`src/rtl/mem_arbiter.sv`:
```
// Three-way memory port arbiter in the clock28 domain.
// Video has fixed top priority; the CPU outranks the loader, but a starvation
// counter forces a loader grant after STARVE consecutive CPU grants made while
// the loader was waiting. Every transaction walks IDLE -> BUSY -> DONE, so the
// requester sees its ack and drops its request before the next arbitration.
module mem_arbiter #(
   parameter int AW     = 18,
   parameter int DW     = 8,
   parameter int STARVE = 4
) (
   input  logic          clock,
   input  logic          reset,
   // video fetch (read-only)
   input  logic          vReq,
   input  logic [AW-1:0] vA,
   output logic [DW-1:0] vQ,
   output logic          vAck,
   // CPU
   input  logic          cReq,
   input  logic          cWr,
   input  logic [AW-1:0] cA,
   input  logic [DW-1:0] cD,
   output logic [DW-1:0] cQ,
   output logic          cAck,
   // ROM/image loader (write-only)
   input  logic          lReq,
   input  logic [AW-1:0] lA,
   input  logic [DW-1:0] lD,
   output logic          lAck,
   // memory controller port
   output logic          mReq,
   output logic          mWr,
   output logic [AW-1:0] mA,
   output logic [DW-1:0] mD,
   input  logic [DW-1:0] mQ,
   input  logic          mRdy,
   // current owner
   output logic [1:0]    own
);

   typedef enum logic [1:0] {IDLE, BUSY, DONE} state_t;
   typedef enum logic [1:0] {OWN_NONE, OWN_VID, OWN_CPU, OWN_LDR} owner_t;

   localparam logic [3:0] STARVE_L = 4'(STARVE);

   state_t        state, state_nx;
   owner_t        own_r, own_nx;
   logic          mReq_nx, mWr_nx;
   logic [AW-1:0] mA_nx;
   logic [DW-1:0] mD_nx, vQ_nx, cQ_nx;
   logic          vAck_nx, cAck_nx, lAck_nx;
   logic [3:0]    cnt, cnt_nx;

   assign own = own_r;

   // FSM state register
   always_ff @(posedge clock or posedge reset) begin
      if (reset) state <= IDLE;
      else       state <= state_nx;
   end

   // Registered memory-port, read-data, ack, owner and starvation-count state
   always_ff @(posedge clock or posedge reset) begin
      if (reset) begin
         own_r <= OWN_NONE;
         mReq  <= 1'b0;
         mWr   <= 1'b0;
         mA    <= '0;
         mD    <= '0;
         vQ    <= '0;
         cQ    <= '0;
         vAck  <= 1'b0;
         cAck  <= 1'b0;
         lAck  <= 1'b0;
         cnt   <= '0;
      end else begin
         own_r <= own_nx;
         mReq  <= mReq_nx;
         mWr   <= mWr_nx;
         mA    <= mA_nx;
         mD    <= mD_nx;
         vQ    <= vQ_nx;
         cQ    <= cQ_nx;
         vAck  <= vAck_nx;
         cAck  <= cAck_nx;
         lAck  <= lAck_nx;
         cnt   <= cnt_nx;
      end
   end

   // Arbitration, transaction sequencing and next-value computation
   always_comb begin
      state_nx = state;
      own_nx   = own_r;
      mReq_nx  = mReq;
      mWr_nx   = mWr;
      mA_nx    = mA;
      mD_nx    = mD;
      vQ_nx    = vQ;
      cQ_nx    = cQ;
      vAck_nx  = 1'b0;
      cAck_nx  = 1'b0;
      lAck_nx  = 1'b0;
      cnt_nx   = cnt;

      case (state)
         IDLE: begin
            if (vReq) begin
               own_nx   = OWN_VID;
               mA_nx    = vA;
               mD_nx    = '0;
               mWr_nx   = 1'b0;
               mReq_nx  = 1'b1;
               state_nx = BUSY;
            end else if (cReq && !(lReq && cnt == STARVE_L)) begin
               own_nx   = OWN_CPU;
               mA_nx    = cA;
               mD_nx    = cD;
               mWr_nx   = cWr;
               mReq_nx  = 1'b1;
               state_nx = BUSY;
               // A CPU grant with the loader waiting implies cnt < STARVE,
               // so the increment saturates at STARVE by construction.
               if (lReq) cnt_nx = cnt + 4'd1;
            end else if (lReq) begin
               own_nx   = OWN_LDR;
               mA_nx    = lA;
               mD_nx    = lD;
               mWr_nx   = 1'b1;
               mReq_nx  = 1'b1;
               state_nx = BUSY;
               cnt_nx   = '0;
            end
         end
         BUSY: begin
            if (mRdy) begin
               mReq_nx  = 1'b0;
               mWr_nx   = 1'b0;
               own_nx   = OWN_NONE;
               state_nx = DONE;
               case (own_r)
                  OWN_VID: begin
                     vAck_nx = 1'b1;
                     if (!mWr) vQ_nx = mQ;
                  end
                  OWN_CPU: begin
                     cAck_nx = 1'b1;
                     if (!mWr) cQ_nx = mQ;
                  end
                  OWN_LDR: lAck_nx = 1'b1;
                  default: ;
               endcase
            end
         end
         DONE:    state_nx = IDLE;
         default: state_nx = IDLE;
      endcase

      if (!lReq) cnt_nx = '0;
   end

endmodule

```
`config.mk`:
```
export PLATFORM = sky130hd
export DESIGN_NAME = mem_arbiter
export DESIGN_NICKNAME = d
export VERILOG_FILES = /design/src/rtl/mem_arbiter.sv
export SDC_FILE = /design/constraint.sdc
export NUM_CORES = 1
export LEC_CHECK = 0
export ABC_AREA = 1
export CELL_PAD_IN_SITES_DETAIL_PLACEMENT = 1
export CELL_PAD_IN_SITES_GLOBAL_PLACEMENT = 1
export CORE_MARGIN = 4
export CORE_UTILIZATION = 30
export CTS_CLUSTER_SIZE = 20
export DETAILED_ROUTE_END_ITERATION = 16
export MAX_ROUTING_LAYER = met4
export PLACE_DENSITY = 0.9
export SLEW_MARGIN = 25
export SYNTH_ARGS = -nofsm -noshare
export SYNTH_HDL_FRONTEND = slang
export SYNTH_SLANG_ARGS = --single-unit
```
`constraint.sdc`:
```
create_clock -name clock -period 3.41 [get_ports clock]
set_input_delay 0.682 -clock clock [delete_from_list [all_inputs] [get_ports clock]]
set_output_delay 0.682 -clock clock [all_outputs]
set_load 0.02 [all_outputs]
```
### Yosys cells after proc, flatten, opt, wreduce, memory -nomap -nowiden

Index checks and enable logic that the tools add are counted.

* output and inout port bits: 49
* bits of input ports: 85
* register bits: 55

* bitwise logic cells: 1
* add/sub/neg operators: 1
* mux-type cells: 37
* reductions and logical operators: 12
* eq/ne operators: 9

Operator list (count)
* two-way mux 18 bit: 3
* two-way mux 8 bit: 3
* two-way mux 2 bit: 8
* two-way mux 4 bit: 4
* two-way mux 1 bit: 15
* one-hot mux 2 bit (2 select lines): 2
* AND reduction 4 bit: 2
* AND reduction 2 bit: 3
* adder 4 x 1 -> 4 bit, second input constant: 1
* equality test 2 x 1 -> 1 bit, second input constant: 2
* equality test 2 bit, second input constant: 2
* equality test 4 x 3 -> 1 bit, second input constant: 1
* != test 2 bit, second input constant: 2
* != test 4 bit, second input constant: 1
* one-hot mux 1 bit (2 select lines): 2
* AND reduction 3 bit: 1
* nonzero test 3 bit: 1
* logical AND 1 bit: 2
* zero test 2 bit: 1
* != test 2 x 1 -> 1 bit, second input constant: 1
* nonzero test 2 bit: 1
* zero test 1 bit: 1
* inverter 1 bit: 1

### Longest topological paths before layout

* word-level depth: 8
* mapped depth: 11
* depth with buffers taken out: 10

### Worst setup path before layout

Ideal clock, no wire load.

* path type: input to register
* start point: input port lReq
* end point: register mA[0]
* setup slack: 1928 ps
* data arrival time: 1365 ps
* cell stages on the path: 6
* setup time: 116 ps
* required time: 3294 ps
* path through: nand3b_1 nand2_1 clkbuf_1 nor2_1 nand2_1 nand2_1

* cells in the longest elaborated chain, start to end: 5
* elaborated cells between the ends (all ways): 7

RTL lines
* start: declaration: RTL line 26 `input logic lReq,`
* logical AND 1 bit: RTL line 115 `end else if (cReq && !(lReq && cnt == STARVE_L)) begin`
* zero test 1 bit: RTL line 115
* logical AND 1 bit: RTL line 115
* nonzero test 3 bit (no line) or two-way mux 18 bit (tied branches)
* AND reduction 2 bit (no line) or two-way mux 18 bit (tied branches)
* end signal: assignment: RTL line 80 `mA <= mA_nx;`
* end: declaration: RTL line 33 `output logic [AW-1:0] mA,`

Several ways; a longest one is shown, not always the timed one.
A chain may end at the register's enable or synchronous reset.

### Worst setup path after layout

* start point: input port lReq
* end point: register mA[14]

The elaborated chain is that of the path after synthesis.

==> flow_summary.ini <==
[synth]
yosysTopAreaCell = dfrtp_1
ys_warn_count = 0
synth_area_per_cell_um2 = 7.69
yosysSeqAreaShare_pct = 49.0
synthTopCellsByArea = dfrtp_1, nand2_1, nor2_1
syn_inst = 365
synthesis.nets = 452
synth-seq-cells = 55
yosysTopAreaCellShare_pct = 49.0
synth_area_mm2 = 0.00281
ys_types = 26

[floorplan]
start_util_pct = 30.7
rows = 35
die_area_mm2 = 0.0110
pin_count = 134
die_w_um = 105
die_y_um = 105
core-area_mm2 = 0.00915

[worst_hold_path]
hold_path_depth = 2
hp-class = flop to flop
hp-start = mA[2]
hold-path-endpoint = mA[2]

[timing]
final-max-slew-violation-count = 0
worstMarginPinSlew_ns = 0.506
clock.fmax_mhz = 480
period_share_pct = 61.1
finalClockSkew_ns = 0.0114
min_period_ns = 2.08
max-slew-margin-rel_pct = 66.2
setup_viol = 0
rsz0062_at_grt = false
hold_viol = 0
timing.setup.tns_ns = 0

[pwr]
vdd_drop_max_mv = 0.257
p_leak_nw = 2.07
power_density_mw_per_mm2 = 718

[cells_and_area]
drive_gt1_share_pct = 6.29
final_util_pct = 46.9
finalNetCount = 579
diodes = 0
fillers = 1125
area_growth_pct = 52.8

[setup_path]
r2r-start = cnt[0]
reg2reg_depth = 10
r2r_setup_slack_ns = 1.66
critPathMaxFanout = 36
crit_path_end_kind = flop
worstPathRequired_ns = 3.61
crit_type = input port to flop
setup.worst_path.start_class = input port
rr_endpoint = mA[17]
critPathArrivalTime_ns = 2.28

[drt]
routed_wl_mm = 9.34
ant_nets = 0
via_per_inst = 4.72
drtIter0Drc = 105
first_pass_iters = 4
vias = 2852
drc = 0
wl_per_cell_um = 15.5

[flow_run]
maxCapViolations = 0

[global_route]
grt_pass1_vias = 3161
grt_pass1_wl_mm = 15.9
track_usage_pct = 18.3
antenna_found_initial = 0
grt_max_degree = 39
grt-ovfl-total = 0

[clocking]
hold_buffers = 0
post_cts_resized = 0
clock_path_buffers = 2
cts_setup_buffers = 0
cts_tree = built
clk_latency_ns = 0.31
htreeDepth = 2
cts_buffers = 5
clock_sinks = 55
cts-root-buf = clkbuf_8
clk_pin_slew_ns = 0.10

[placement]
gp_congestion = 0.814
dp_hpwl_mm = 7.20
port_buffers = 133

[status]
status = completed
[critical path: stages]
cell             delay (ns)
clkdlybuf4s50_1        0.53
nand3b_1               0.24
nand2_1                0.38
buf_12                 0.26
nor2_1                 0.07
nand2_1                0.07
nand2_1                0.05
[synthesized netlist by cell type]
cell      count
nand3b_1      1
nor2_4        1
nor2_2        1
o21ai_0      12
inv_1        20
nand2_4       2
nand4_1       2
nand2_1     150
inv_2         1
nand3_1      30
o22ai_1       1
dfrtp_1      55
a21oi_1       1
nand3_2      10
a21oi_2       1
buf_12        1
nand2_2       1
buf_6         1
nor3_1        4
nand4_2       2
clkbuf_1      1
ha_1          2
buf_2         8
nor2_1       43
o21ai_1       8
buf_4         6
[power by group]
group | switching [mW] | total, mW | internal, mW | leakage [nW]
Combinational | 0.891 | 1.62 | 0.725 | 1.33
Clock | 0.217 | 0.365 | 0.148 | 0.0454
Sequential | 0.173 | 1.10 | 0.928 | 0.696
[cell usage in the layout, fill, tap and decap left out, types with 3 or more instances in the layout]
master	n
buf_4	3
clkbuf_8	5
clkdlybuf4s50_1	133
dfrtp_1	55
inv_1	19
nand2_1	150
nand3_1	30
nand3_2	10
nor2_1	43
nor3_1	4
o21ai_0	12
o21ai_1	8
[through the flow]
step           std cells  hold slack, ns  worst slack [ns]  power (mW)  cell area [um2]
6_report             604           0.489              1.33        3.08             4290
4_1_cts              604           0.495              1.32        3.12             4290
2_1_floorplan        365           0.528              1.39        1.92             2810
3_5_place_dp         596           0.469             0.985        2.74             4200
5_1_grt              604           0.516              1.18        3.31             4290
3_3_place_gp         596           0.463              1.07        2.67             4200
[worst max path at each step]
stage                     startpoint      to  slack, ns  cells after the start
final                           lReq  mA[14]       1.33                      7
after global routing            lReq   mA[9]       1.18                      7
after CTS                       lReq  mA[13]       1.32                      7
after detailed placement        lReq  mA[13]       0.99                      7
after global placement          lReq   mA[0]       1.07                      9
after floorplan                reset    cAck       1.39                      1
[sequential cells by signal, summed over array words and instances (netlist names)]
signal	count
lAck	1
cAck	1
cnt	4
mA	18
mWr	1
mD	8
cQ	8
mReq	1
own	2
state	2
vQ	8
vAck	1
[cell type report]
| type | count | area, um2 | area share, % |
|---|---|---|---|
| Clock buffer | 6 | 72.6 | 1.69 |
| Clock inverter | 2 | 17.5 | 0.408 |
| Inverter | 21 | 78.8 | 1.84 |
| Multi-Input combinational cell | 272 | 1230 | 28.7 |
| Sequential cell | 55 | 1380 | 32.1 |
| Tap cell | 111 | 139 | 3.24 |
| Timing Repair Buffer | 137 | 1370 | 32.0 |
[routing by layer]
layer / part of all wire, % / wire length [um] / up-vias / track usage, %
met1: 42 / 3890 / 1357 / 21.3
met3: 4.4 / 415 / 13 / 3.03
met5: 0 / 0 / - / -
met4: 1.7 / 155 / 0 / 5.06
li1: - / - / 1397 / -
met2: 52 / 4880 / 85 / 32.7
[kinds of logic after synthesis]
| family | synth area share [%] |
|---|---|
| AOI/OAI and AO/OA | 4.28 |
| adders and majority gates | 0.892 |
| buffers and inverters | 7.09 |
| DFF | 49.0 |
| and+or+nand+nor | 38.7 |
No activity file was read; power rests on OpenSTA's default activity.
